===== config.mk =====
export PLATFORM = sky130hd
export DESIGN_NAME = iobuf_dir_ctrl
export DESIGN_NICKNAME = d
export VERILOG_FILES = /design/src/rtl/iobuf_dir_ctrl.sv
export SDC_FILE = /design/constraint.sdc
export NUM_CORES = 1
export LEC_CHECK = 0
export ABC_AREA = 1
export CELL_PAD_IN_SITES_DETAIL_PLACEMENT = 1
export CELL_PAD_IN_SITES_GLOBAL_PLACEMENT = 1
export CORE_UTILIZATION = 42
export CTS_CLUSTER_DIAMETER = 100
export DETAILED_ROUTE_END_ITERATION = 8
export DONT_BUFFER_PORTS = 1
export PLACE_DENSITY_LB_ADDON = 0.1
export SLEW_MARGIN = 15
export SYNTH_ARGS = -nofsm -noshare
export SYNTH_HDL_FRONTEND = slang
export SYNTH_SLANG_ARGS = --single-unit

===== constraint.sdc =====
create_clock -name clock -period 1.6 [get_ports clock]
set_input_delay 0.48 -clock clock [delete_from_list [all_inputs] [get_ports clock]]
set_output_delay 0.48 -clock clock [all_outputs]
set_load 0.03 [all_outputs]

===== src/rtl/iobuf_dir_ctrl.sv =====
// ---------------------------------------------------------------------------
// iobuf_dir_ctrl
//
// Direction sequencer for one pin served by a 74LVC1T45 bidirectional buffer
// and a 74LVC1G07 open-drain buffer. Mode changes run break-before-make:
// release all drivers, wait, flip the buffer direction, wait, then engage
// the new driver. The FPGA side therefore never drives against the buffer.
//
// Ports:
//   clock      system clock
//   reset      asynchronous, active-high reset
//   mode_req   requested mode: 00 input, 01 push-pull, 10 open-drain,
//              11 treated as input
//   mode_valid request strobe, only sampled while busy is low
//   busy       a mode change sequence is in progress
//   mode_ack   one-cycle pulse when the requested mode is engaged
//   cur_mode   currently engaged mode
//   dout       data to drive (push-pull level, open-drain 0=low 1=release)
//   din        bufio_in after a SYNC_STAGES-deep synchroniser
//   bufdir     74LVC1T45 DIR, 0 = header towards FPGA
//   bufod      74LVC1G07 input, 1 = HiZ, 0 = pull low
//   bufio_oe   FPGA tristate enable for bufio
//   bufio_out  FPGA drive value for bufio
//   bufio_in   raw bufio pin value
// ---------------------------------------------------------------------------
module iobuf_dir_ctrl #(
    parameter int DEAD_CYCLES = 4,
    parameter int SYNC_STAGES = 2
) (
    input  logic       clock,
    input  logic       reset,
    input  logic [1:0] mode_req,
    input  logic       mode_valid,
    output logic       busy,
    output logic       mode_ack,
    output logic [1:0] cur_mode,
    input  logic       dout,
    output logic       din,
    output logic       bufdir,
    output logic       bufod,
    output logic       bufio_oe,
    output logic       bufio_out,
    input  logic       bufio_in
);

    localparam int CNT_W = $clog2(DEAD_CYCLES + 1);
    // A wait state is entered with DEAD_CYCLES-1 loaded and leaves on the
    // edge where the count reads zero, giving exactly DEAD_CYCLES cycles.
    localparam logic [CNT_W-1:0] CNT_LOAD = CNT_W'(DEAD_CYCLES - 1);

    localparam logic [1:0] MODE_IN = 2'b00;
    localparam logic [1:0] MODE_PP = 2'b01;
    localparam logic [1:0] MODE_OD = 2'b10;

    typedef enum logic [2:0] {
        ST_STABLE,
        ST_RELEASE,
        ST_WAIT_A,
        ST_SETDIR,
        ST_WAIT_B,
        ST_ENGAGE
    } state_t;

    state_t           state_reg;
    logic [CNT_W-1:0] cnt_reg;
    logic [1:0]       target_reg;
    logic [1:0]       cur_mode_reg;
    logic             busy_reg;
    logic             mode_ack_reg;
    logic             bufdir_reg;
    logic             bufod_reg;
    logic             bufio_oe_reg;
    logic             bufio_out_reg;
    logic [1:0]       req_mode;
    logic [SYNC_STAGES-1:0] sync_reg;

    assign req_mode = (mode_req == 2'b11) ? MODE_IN : mode_req;

    // Registered outputs and sequencer. The state names describe what has
    // already been applied to the pins: RELEASE is entered with every driver
    // off, SETDIR with the new direction, ENGAGE with the new driver on.
    // ENGAGE is the first engaged cycle and accepts requests like STABLE so
    // that no request is lost while busy is already low.
    always_ff @(posedge clock or posedge reset) begin
        if (reset) begin
            state_reg     <= ST_STABLE;
            cnt_reg       <= '0;
            target_reg    <= MODE_IN;
            cur_mode_reg  <= MODE_IN;
            busy_reg      <= 1'b0;
            mode_ack_reg  <= 1'b0;
            bufdir_reg    <= 1'b0;
            bufod_reg     <= 1'b1;
            bufio_oe_reg  <= 1'b0;
            bufio_out_reg <= 1'b0;
        end else begin
            mode_ack_reg <= 1'b0;
            case (state_reg)
                ST_STABLE, ST_ENGAGE: begin
                    state_reg <= ST_STABLE;
                    if (mode_valid && (req_mode != cur_mode_reg)) begin
                        // Break first: both drivers released on this edge.
                        target_reg   <= req_mode;
                        bufio_oe_reg <= 1'b0;
                        bufod_reg    <= 1'b1;
                        busy_reg     <= 1'b1;
                        state_reg    <= ST_RELEASE;
                    end else begin
                        if (mode_valid) begin
                            mode_ack_reg <= 1'b1;
                        end
                        case (cur_mode_reg)
                            MODE_PP: bufio_out_reg <= dout;
                            MODE_OD: bufod_reg     <= dout;
                            default: ;
                        endcase
                    end
                end
                ST_RELEASE: begin
                    cnt_reg   <= CNT_LOAD;
                    state_reg <= ST_WAIT_A;
                end
                ST_WAIT_A: begin
                    if (cnt_reg == '0) begin
                        bufdir_reg <= (target_reg == MODE_PP);
                        state_reg  <= ST_SETDIR;
                    end else begin
                        cnt_reg <= cnt_reg - 1'b1;
                    end
                end
                ST_SETDIR: begin
                    cnt_reg   <= CNT_LOAD;
                    state_reg <= ST_WAIT_B;
                end
                ST_WAIT_B: begin
                    if (cnt_reg == '0) begin
                        case (target_reg)
                            MODE_PP: begin
                                bufio_oe_reg  <= 1'b1;
                                bufio_out_reg <= dout;
                            end
                            MODE_OD: bufod_reg <= dout;
                            default: ;
                        endcase
                        cur_mode_reg <= target_reg;
                        mode_ack_reg <= 1'b1;
                        busy_reg     <= 1'b0;
                        state_reg    <= ST_ENGAGE;
                    end else begin
                        cnt_reg <= cnt_reg - 1'b1;
                    end
                end
                default: state_reg <= ST_STABLE;
            endcase
        end
    end

    // Input synchroniser: stage 0 samples the raw pin, each later stage
    // samples the one before it; din is the last stage.
    generate
        for (genvar gi = 0; gi < SYNC_STAGES; gi++) begin : g_sync
            always_ff @(posedge clock or posedge reset) begin
                if (reset) begin
                    sync_reg[gi] <= 1'b0;
                end else if (gi == 0) begin
                    sync_reg[gi] <= bufio_in;
                end else begin
                    sync_reg[gi] <= sync_reg[(gi == 0) ? 0 : gi - 1];
                end
            end
        end
    endgenerate

    assign din       = sync_reg[SYNC_STAGES-1];
    assign busy      = busy_reg;
    assign mode_ack  = mode_ack_reg;
    assign cur_mode  = cur_mode_reg;
    assign bufdir    = bufdir_reg;
    assign bufod     = bufod_reg;
    assign bufio_oe  = bufio_oe_reg;
    assign bufio_out = bufio_out_reg;

endmodule

==> results of run 1 <==
==> through the flow <==
step	setup slack (ns)	TNS (ns)
2_1_floorplan	0.1778	0
3_3_place_gp	0.1357	0
3_5_place_dp	0.05533	0
4_1_cts	0.03501	0
5_1_grt	-0.03206	-0.03878
6_report	0.1279	0
==> power groups by stage <==
| stage | clock [mW] | sequential (mW) | combinational (mW) |
|---|---|---|---|
| finish | 0.241 | 0.883 | 1.12 |
| global route | 0.265 | 0.906 | 1.28 |
| CTS | 0.250 | 0.881 | 1.02 |
| detailed placement | 0 | 0.889 | 1.02 |
| global placement | 0 | 0.884 | 0.991 |
| floorplan | 0 | 0.897 | 0.771 |
==> timing repair <==
item | 4_1_cts | 5_1_grt
endpoints found under the setup margin | 0 | 3
hold buffers | 0 | 0
gates resized for setup | 0 | 9
buffers inserted | 0 | 4
==> how the worst max path moves through the flow <==
stage	start	endpoint	slack [ns]	depth (start not counted)
3_3_place_gp	cnt_reg[0]	bufio_out	0.14	11
6_report	cnt_reg[0]	bufio_out	0.13	11
4_1_cts	cnt_reg[0]	bufio_out	0.04	11
5_1_grt	cnt_reg[0]	bufio_out	-0.03	11
3_5_place_dp	cnt_reg[0]	bufio_out	0.06	11
2_1_floorplan	cnt_reg[0]	bufio_out	0.18	11
==> final cells by class <==
cell class              instances  area (sq um)
well taps                      27         33.78
inverters                      19         71.32
clock buffers                   4         26.28
multi-input cells              77         441.7
repair buffers                  8         60.06
flip-flops and latches         18         451.7
fillers                       254         937.1
==> critical path: stages (launching register included) <==
cell     delay (ns)
dfrtp_1        0.38
inv_2          0.09
ha_4           0.13
inv_1          0.04
nor2_2         0.14
inv_2          0.08
a21oi_4        0.18
nand2_2        0.07
nor2_2         0.09
nand2_1        0.06
nand2_1        0.05
nand2_1        0.05
==> placed cells by master, fill, tap and decap left out <==
cell      synthesis  final
inv_1            14     11
nor2_2            1      3
clkbuf_1          0      1
inv_2             5      8
nand2_4           2      2
buf_4             0      8
a31oi_1           1      1
a21oi_1           2      2
nand2_2           2      3
dfstp_2           1      1
o21ai_1           3      3
nand2_1          32     31
nand3_4           1      1
nand3_1           8      8
dfrtp_1          17     17
o21ai_0           6      6
nor2_1            8      6
nor2_4            1      1
ha_4              0      1
clkbuf_4          0      3
xor2_1            1      1
a21oi_2           2      1
nand3_2           2      2
nand4_1           1      1
a21oi_4           0      1
ha_1              2      1
a21boi_1          1      1
o21a_1            1      1
==> per-layer routing <==
layer	vias to the layer above	routed length, microns	part of all wire	track usage
li1	380	-	-	-
met4	0	21	0.011	0.07353
met2	11	927	0.47	0.2831
met3	4	53	0.027	0.04361
met5	-	0	0	0
met1	352	987	0.50	0.2475
==> cells by family (layout without fill, tap and decap cells) <==
logic type                 after synthesis  count (layout)  share of synthesized area
and+or+nand+nor                         58              58                     0.3058
buffers and inverters                   19              31                    0.07610
DFF                                     18              18                     0.4820
AOI/OAI and AO/OA                       16              16                     0.1001
adders and majority gates                2               2                    0.02670
xor gates and xnor gates                 1               1                   0.009348
==> impl_results.md, run 1 <==
- Total power: 2.242 mW
- FF-to-FF path depth: 11
- Rel. slew slack: 0.7960
- # DRC: 0
- Async set or reset register ratio after synthesis: 1.000
- WL/cell: between 10 and 15 microns
- MaxCap Viol Count: 0
- WL final: 1989 microns
- Hold Crit Class: in2async
- Fin util: 0.5365
- Final Hold Vio Count: 0
- R2r setup slk: roughly 0.13 ns
- Pin count of the biggest net entering global routing: 19
- Clk Latency, worst-skew pair: 0.30 ns
- RePlAce Congestion: a little over 0.8
- Layout area overhead: 15.75%
- Yosys top cell by area: dfrtp_1
- Fmax: 0.6793 GHz
- Number of buffers created by CTS: 3
- P_leak: 0.5484 nW
- Fin cells: approximately 150
- Most used DFF post-synth: dfrtp_1
- Post-Syn Area: ~940 sq um
- Syn Nets: 123
- Int Pwr: 1.138 mW
- Placed cells: 145
- Total gr overflow: 0
- Register bit total from synthesis: 18
- Library cells used by synthesis: 23
- Initial antenna violation count: 0
- Design area: approximately 1100 sq um
- Setup crit end kind: flip-flop
- CTS tree: yes
- CTS H-Tree Depth: 1
- Vias in the first global route: 770
- Initial DRT Pass Iterations: 4
- Flop pwr share: 0.394
- Mean Syn Cell Area: 8.221 sq um
- Worst VDD drop: just over 0.9 mV
- Outcome: finished clean
- Synth Instances: around 110
- Net Sw Power: between 1 and 1.5 mW
- Nets: ~140
- Most common cell in the netlist: nand2_1
- Register area share after synthesis: 0.4820
- I/O pin total: 16
- Post-synth EDFFs: 0
- Logic gate share of total power: 0.498
- Arr. time, crit path: between 1.5 and 2 ns
- Clk slew on worst S/H paths: between 0.1 and 0.15 ns
- Critical path type: reg2reg
- Layout cell share with drive strength beyond 1: 0.2778
- Min cycle time layout: ~1.5 ns
- Fin crit share: 0.9200
- Via/cell ratio: ~4.9
- DRT antenna net count: 0
- Iteration-0 DRC Markers: 6
- Vias: 747
- First-pass GRT wire length: roughly 3300 microns
- FP Rows: 16
- Worst reg2reg endpoint: bufio_out
- Synth area leaders: dfrtp_1 (45%), nand2_1 (13%), inv_1 (5.6%), nand3_1 (4.3%), o21ai_0 (3.2%)
- Final Max Tran Viols: 0
- Die width: about 49 microns
- Synth warn: 0
- Most common library cells after synthesis: nand2_1 (32), dfrtp_1 (17), inv_1 (14), nand3_1 (8), nor2_1 (8)
- Antenna diodes: 0
- Area of placed instances: around 1000 sq um
- Clock Sinks: 18
- Setup violations, final: 0
- Reg2reg start: cnt_reg[0]
- Sw Ratio: 0.4925
- Clock root cell: clkbuf_4
- Slew @ Worst Pin: 0.3060 ns
- Die H: around 50 microns
- PD cells: 2067 nW/um^2
- Final hold slack: approximately 0.076 ns
- Core area: between 2000 and 2500 sq um
- Clock Tree Buf Depth: 2
- Synth top area share: 0.4539
- CP max FO: 4
- Clock skew: between 0.005 and 0.006 ns
- Starting Density: 0.4635
- Full die area: 2424 sq um
- Port Buffer Count: 0
- Total GRT Usage: 0.1841
- Startpoint class of the critical path: flip-flop
- Detailed placement HPWL: between 1000 and 1500 microns
- WP data required: around 1.8 ns
- Clock share of power: 0.108
Note: power is estimated with default switching activity, not from simulation.
==> run 2: changes to the inputs <==
- CTS_CLUSTER_SIZE: not set -> 10
- PLACE_DENSITY: not set -> 0.83
- PLACE_DENSITY_LB_ADDON: 0.1 -> not set
==> run 2 against run 1 <==
  * Flip-flop and latch count unchanged
  * Worst setup slack better by 0.012 ns
  * Highest routed layer unchanged
  * Cell count is 0.65% lower
  * Global-route usage rose by 1.7 points
==> impl_results.md, run 2 (synthesized netlist as in run 1, its figures left out) <==
- Iteration-0 DRC Markers: 25
- Full die area: between 2000 and 2500 sq um
- Vias in the first global route: between 800 and 900
- I/O pin total: 16
- Core area: 2022 sq um
- Clk slew on worst S/H paths: ~0.11 ns
- Critical path type: reg2reg
- Fin Setup TNS: 0 ns
- Outcome: finished clean
- Worst Path Buf+Inv: 3
- CTS tree: yes
- R2r setup slk: ~0.14 ns
- CTS Hold Bufs: 0
- Clock Tree Buf Depth: 2
- Arr. time, crit path: approximately 1.7 ns
- Final Max Tran Viols: 0
- Min cycle time layout: ~1.5 ns
- WP data required: around 1.8 ns
- Nets: about 140
- Die width: ~49 microns
- Clock root cell: clkbuf_4
- Via/cell ratio: about 5.0
- Vias: 767
- CTS H-Tree Depth: 1
- RePlAce Congestion: around 0.78
- CP max stage cell: dfrtp_1
- Hold Crit Class: in2async
- Detailed placement HPWL: approximately 1600 microns
- WL final: ~2200 microns
- Worst path cell trace: inv_2 > ha_2 > inv_1 > nor2_2 > inv_2 > a21oi_4 > nand2_2 > nor2_4 > nand2_2 > nand2_1 > nand2_1
- Fill count: 250
- Rel. slew slack: 0.7936
- Fin cells: approximately 150
- WL/cell: 14.19 microns
- Cell family with most CP delay: simple AND/OR/NAND/NOR gates
- FP Rows: 16
- Fin crit share: 0.9126
- P_leak: around 0.54 nW
- Final Hold Vio Count: 0
- Initial DRT Pass Iterations: 4
- Layout cell share with drive strength beyond 1: 0.2800
- Slew @ Worst Pin: 0.3096 ns
- Initial antenna violation count: 0
- Antenna diodes: 0
- Commonest non-fill, non-tap cells in the layout: nand2_1 (30), dfrtp_1 (17), inv_1 (11), nand3_1 (8), inv_2 (8)
- DRT antenna net count: 0
- Clk Latency, worst-skew pair: approximately 0.30 ns
- Total gr overflow: 0
- Reg2reg start: cnt_reg[0]
- Total power: approximately 2.3 mW
- Layout area overhead: 14.69%
- Commonest non-fill, non-tap cell in the layout: nand2_1
- Clock skew: ~0.0018 ns
- Total GRT Usage: 0.2007
- MaxCap Viol Count: 0
- Port Buffer Count: 0
- Die H: 49.24 microns
- Starting Density: 0.4635
- Fin util: 0.5316
- Worst VDD drop: just over 0.9 mV
- Setup crit start: cnt_reg[0]
- Number of buffers created by CTS: 3
- CP max FO: 4
- Fmax: a little under 0.7 GHz
- Worst path max stage delay: ~0.39 ns
- PD cells: 2157 nW/um^2
- Setup crit end kind: flip-flop
- Final hold slack: just under 0.06 ns
- Clock Sinks: 18
- Setup violations, final: 0
- Pin count of the biggest net entering global routing: 19
- Startpoint class of the critical path: flip-flop
- First-pass GRT wire length: ~3600 microns
- # DRC: 0
- Placed cells: around 150
-- run 2: cell count changes in the layout (fill, tap and decap cells not counted), sizes merged --
cell / delta
buf: -1
-- run 2: power by group --
part,total (mW),switching (mW),internal [mW]
sequential,0.884,0.253,0.631
combinational,1.18,0.755,0.429
clock,0.251,0.153,0.0974
-- run 2: final cells by class --
class	count	area [sq um]	share of cell area
clock buffer	4	26.28	0.02445
inverter	19	71.32	0.06636
multi-input combinational	77	439.2	0.4086
sequential	18	451.7	0.4203
tap	27	33.78	0.03143
timing repair buffer	7	52.55	0.04889
-- run 2: per-layer routing --
layer,global-route usage,part of all wire,vias to the layer above
met4,0.07353,0.013,0
met1,0.2396,0.45,369
met5,0,0,-
met2,0.3470,0.50,13
met3,0.04673,0.035,4
li1,-,-,381
-- run 2: worst paths after layout --
| check | endpoint | cells after the start |
|---|---|---|
| worst max-delay path | bufio_out | 11 |
| max in group asynchronous | bufod | 2 |
| worst min-delay path | busy | 2 |
| worst min register to register | din | 0 |
| min in group clock | sync_reg[0] | 0 |
| worst max register to register | bufio_out | 11 |
-- run 2: what timing repair did --
action                                  4_1_cts  5_1_grt
endpoints found under the setup margin        1        1
resized for setup                             2        8
setup buffers                                 1        2
pin swaps                                     1        4
cloned                                        0        0
-- run 2: stage by stage --
stage / worst slack, ns / area [sq um]
detailed placement: 0.01001 / 1001
CTS: 0.02994 / 1037
floorplan: 0.1778 / 937.1
global route: -0.007507 / 1075
global placement: 0.1356 / 1001
finish: 0.1399 / 1075
==> run 3: changes to the inputs <==
- ABC_AREA: 1 -> not set
- PLACE_DENSITY: 0.83 -> 0.81
==> run 3 against run 2 <==
  * Register-to-register slack got worse by 0.22 ns
  * The run now ends with setup timing left
  * Cell count decreased by 0.66%
  * Flip-flop and latch count unchanged
  * Die area increased by 4.7%
  * Highest routed layer unchanged
==> impl_results.md, run 3 <==
- I/O pin total: 16
- Vias in the first global route: 885
- Full die area: between 2000 and 3000 sq um
- Clock Tree Buf Depth: 2
- Fin util: 0.5730
- Rel. slew slack: 0.7295
- Post-synth EDFFs: 0
- Worst path max stage delay: roughly 0.46 ns
- Cell family with most CP delay: compound AO/OA/AOI/OAI gates
- Antenna diodes: 0
- Startpoint class of the critical path: flip-flop
- Post-Syn Area: 983.4 sq um
- Setup violations, final: 6
- Slew @ Worst Pin: 0.4053 ns
- WL final: around 2500 microns
- Clock skew: around 0.0050 ns
- Detailed placement HPWL: approximately 1800 microns
- Die width: between 50 and 60 microns
- Async set or reset register ratio after synthesis: 1.000
- Initial DRT Pass Iterations: 2
- Worst VDD drop: roughly 1.1 mV
- Layout cell share with drive strength beyond 1: 0.3984
- Synth Instances: 100
- Outcome: complete, but fails checks
- RSZ-0062 raised after global routing: true
- Critical path type: reg2reg
- Design area: approximately 1300 sq um
- Synth top area share: 0.4326
- CTS Hold Bufs: 0
- Via/cell ratio: 5.503
- # DRC: 0
- Synth warn: 0
- Synth area leaders: dfrtp_1 (43%), inv_1 (3.8%), nand2b_1 (3.2%), o21ai_0 (3.1%), dfstp_2 (2.7%)
- Setup crit end kind: flip-flop
- Syn Nets: 109
- Most used DFF post-synth: dfrtp_1
- DRT antenna net count: 0
- Clock root cell: clkbuf_4
- Min cycle time layout: 1.681 ns
- CP max FO: 6
- Port Buffer Count: 0
- Register area share after synthesis: 0.4593
- Final setup margin: -0.08084 ns
- Initial antenna violation count: 0
- MaxCap Viol Count: 0
- P_leak: 0.5888 nW
- Layout area overhead: 28.88%
- Yosys top cell by area: dfrtp_1
- First-pass GRT wire length: between 4000 and 5000 microns
- CTS H-Tree Depth: 1
- Final Hold Vio Count: 0
- Fin crit share: 1.051
- CP max stage cell: dfrtp_2
- Core area: roughly 2200 sq um
- PD cells: approximately 2100 nW/um^2
- Area of placed instances: around 1200 sq um
- Commonest non-fill, non-tap cell in the layout: buf_4
- CTS tree: yes
- Final Max Tran Viols: 0
- Hold Crit Class: in2async
- Clk slew on worst S/H paths: ~0.12 ns
- Pin count of the biggest net entering global routing: 16
- Die H: between 50 and 60 microns
- WL/cell: about 16 microns
- Clock Sinks: 18
- Most common cell in the netlist: dfrtp_1
- Vias: 831
- WP data required: between 1.5 and 2 ns
- Failing checks: setup timing
- Number of buffers created by CTS: 3
- Worst path cell trace: xor2_1 > a31oi_2 > nand3_2 > a211o_4 > mux2_4
- Commonest non-fill, non-tap cells in the layout: buf_4 (24), dfrtp_1 (15), inv_1 (8), nand2_1 (7), nor2_1 (6)
- Fill count: between 200 and 300
- Clk Latency, worst-skew pair: 0.30 ns
- Register bit total from synthesis: 18
- Nets: 133
- Starting Density: 0.4446
- RePlAce Congestion: 0.7758
- Total GRT Usage: 0.2284
- Library cells used by synthesis: 41
- Worst Path Buf+Inv: 0
- Iteration-0 DRC Markers: 9
- Total power: 2.616 mW
- Mean Syn Cell Area: about 9.8 sq um
- Arr. time, crit path: around 1.9 ns
- Most common library cells after synthesis: dfrtp_1 (17), inv_1 (10), nand2_1 (7), nor2_1 (6), o21ai_0 (6)
- Total gr overflow: 0
- Fmax: slightly below 0.6 GHz
- FP Rows: 17
==> run 3: cell count changes in the layout (fill, tap and decap cells not counted), moves of 3 or more <==
| cell | delta |
|---|---|
| buf_4 | +17 |
| inv_1 | -3 |
| inv_2 | -6 |
| nand2_1 | -23 |
| nand2_2 | -4 |
| nand2b_1 | +3 |
| nand3_1 | -5 |
| o22ai_1 | +3 |
==> run 3: worst paths after layout <==
| path | slack, ns | from | endpoint | depth (start not counted) |
|---|---|---|---|---|
| setup / recovery | -0.08 | cur_mode[0] | target_reg[1] | 5 |
| hold / removal | 0.04 | reset | mode_ack | 1 |
| setup reg to reg | -0.08 | cur_mode[0] | target_reg[1] | 5 |
| hold reg to reg | 0.37 | sync_reg[0] | din | 0 |
| max in group asynchronous | 1.01 | reset | bufod | 2 |
| min in group clock | 0.20 | bufio_in | sync_reg[0] | 0 |
==> run 3: what timing repair did <==
action / 4_1_cts / 5_1_grt
pin swaps: 3 / 1
resized for setup: 5 / 4
setup buffers: 4 / 1
setup endpoints to repair: 8 / 9
==> run 3: final cells by class <==
type | instances | area, sq um | area share
Multi-Input combinational cell | 67 | 524.3 | 0.4136
Sequential cell | 18 | 454.2 | 0.3583
Timing Repair Buffer | 24 | 180.2 | 0.1422
Inverter | 10 | 37.54 | 0.02961
Clock buffer | 4 | 36.28 | 0.02863
Tap cell | 28 | 35.03 | 0.02764
==> run 3: stage by stage <==
| stage | TNS [ns] | hold slack [ns] | setup WS [ns] | cells |
|---|---|---|---|---|
| after floorplan | -0.1614 | 0.3312 | -0.06869 | 100 |
| after CTS | -0.1017 | 0.04735 | -0.04371 | 150 |
| after global placement | -0.1735 | 0.3349 | -0.08276 | 142 |
| after global routing | -0.6691 | 0.05554 | -0.1202 | 151 |
| final | -0.2391 | 0.03558 | -0.08084 | 151 |
| after detailed placement | -0.8071 | 0.3434 | -0.1608 | 142 |
==> run 3: logic make-up after synthesis <==
kind of cell | count (synthesis) | share of synthesized area
multiplexers | 5 | 0.05979
flip-flops | 18 | 0.4593
buffers and inverters | 15 | 0.05980
adder cells (fa/ha/maj) | 2 | 0.02544
AND/OR/NAND/NOR | 32 | 0.1807
AO/OA/AOI/OAI | 25 | 0.1883
XOR/XNOR | 3 | 0.02672
==> run 3: power by group <==
group | switching (mW) | internal, mW | total, mW
combinational | 0.691 | 0.728 | 1.42
sequential | 0.261 | 0.642 | 0.903
clock | 0.156 | 0.139 | 0.294
==> run 3: layer usage <==
layer | part of all wire | up-vias | GRT usage
met5 | 0 | - | 0
met4 | 0.013 | 0 | 0.08333
met3 | 0.024 | 4 | 0.03333
met2 | 0.52 | 14 | 0.4200
met1 | 0.44 | 418 | 0.2648
li1 | - | 395 | -
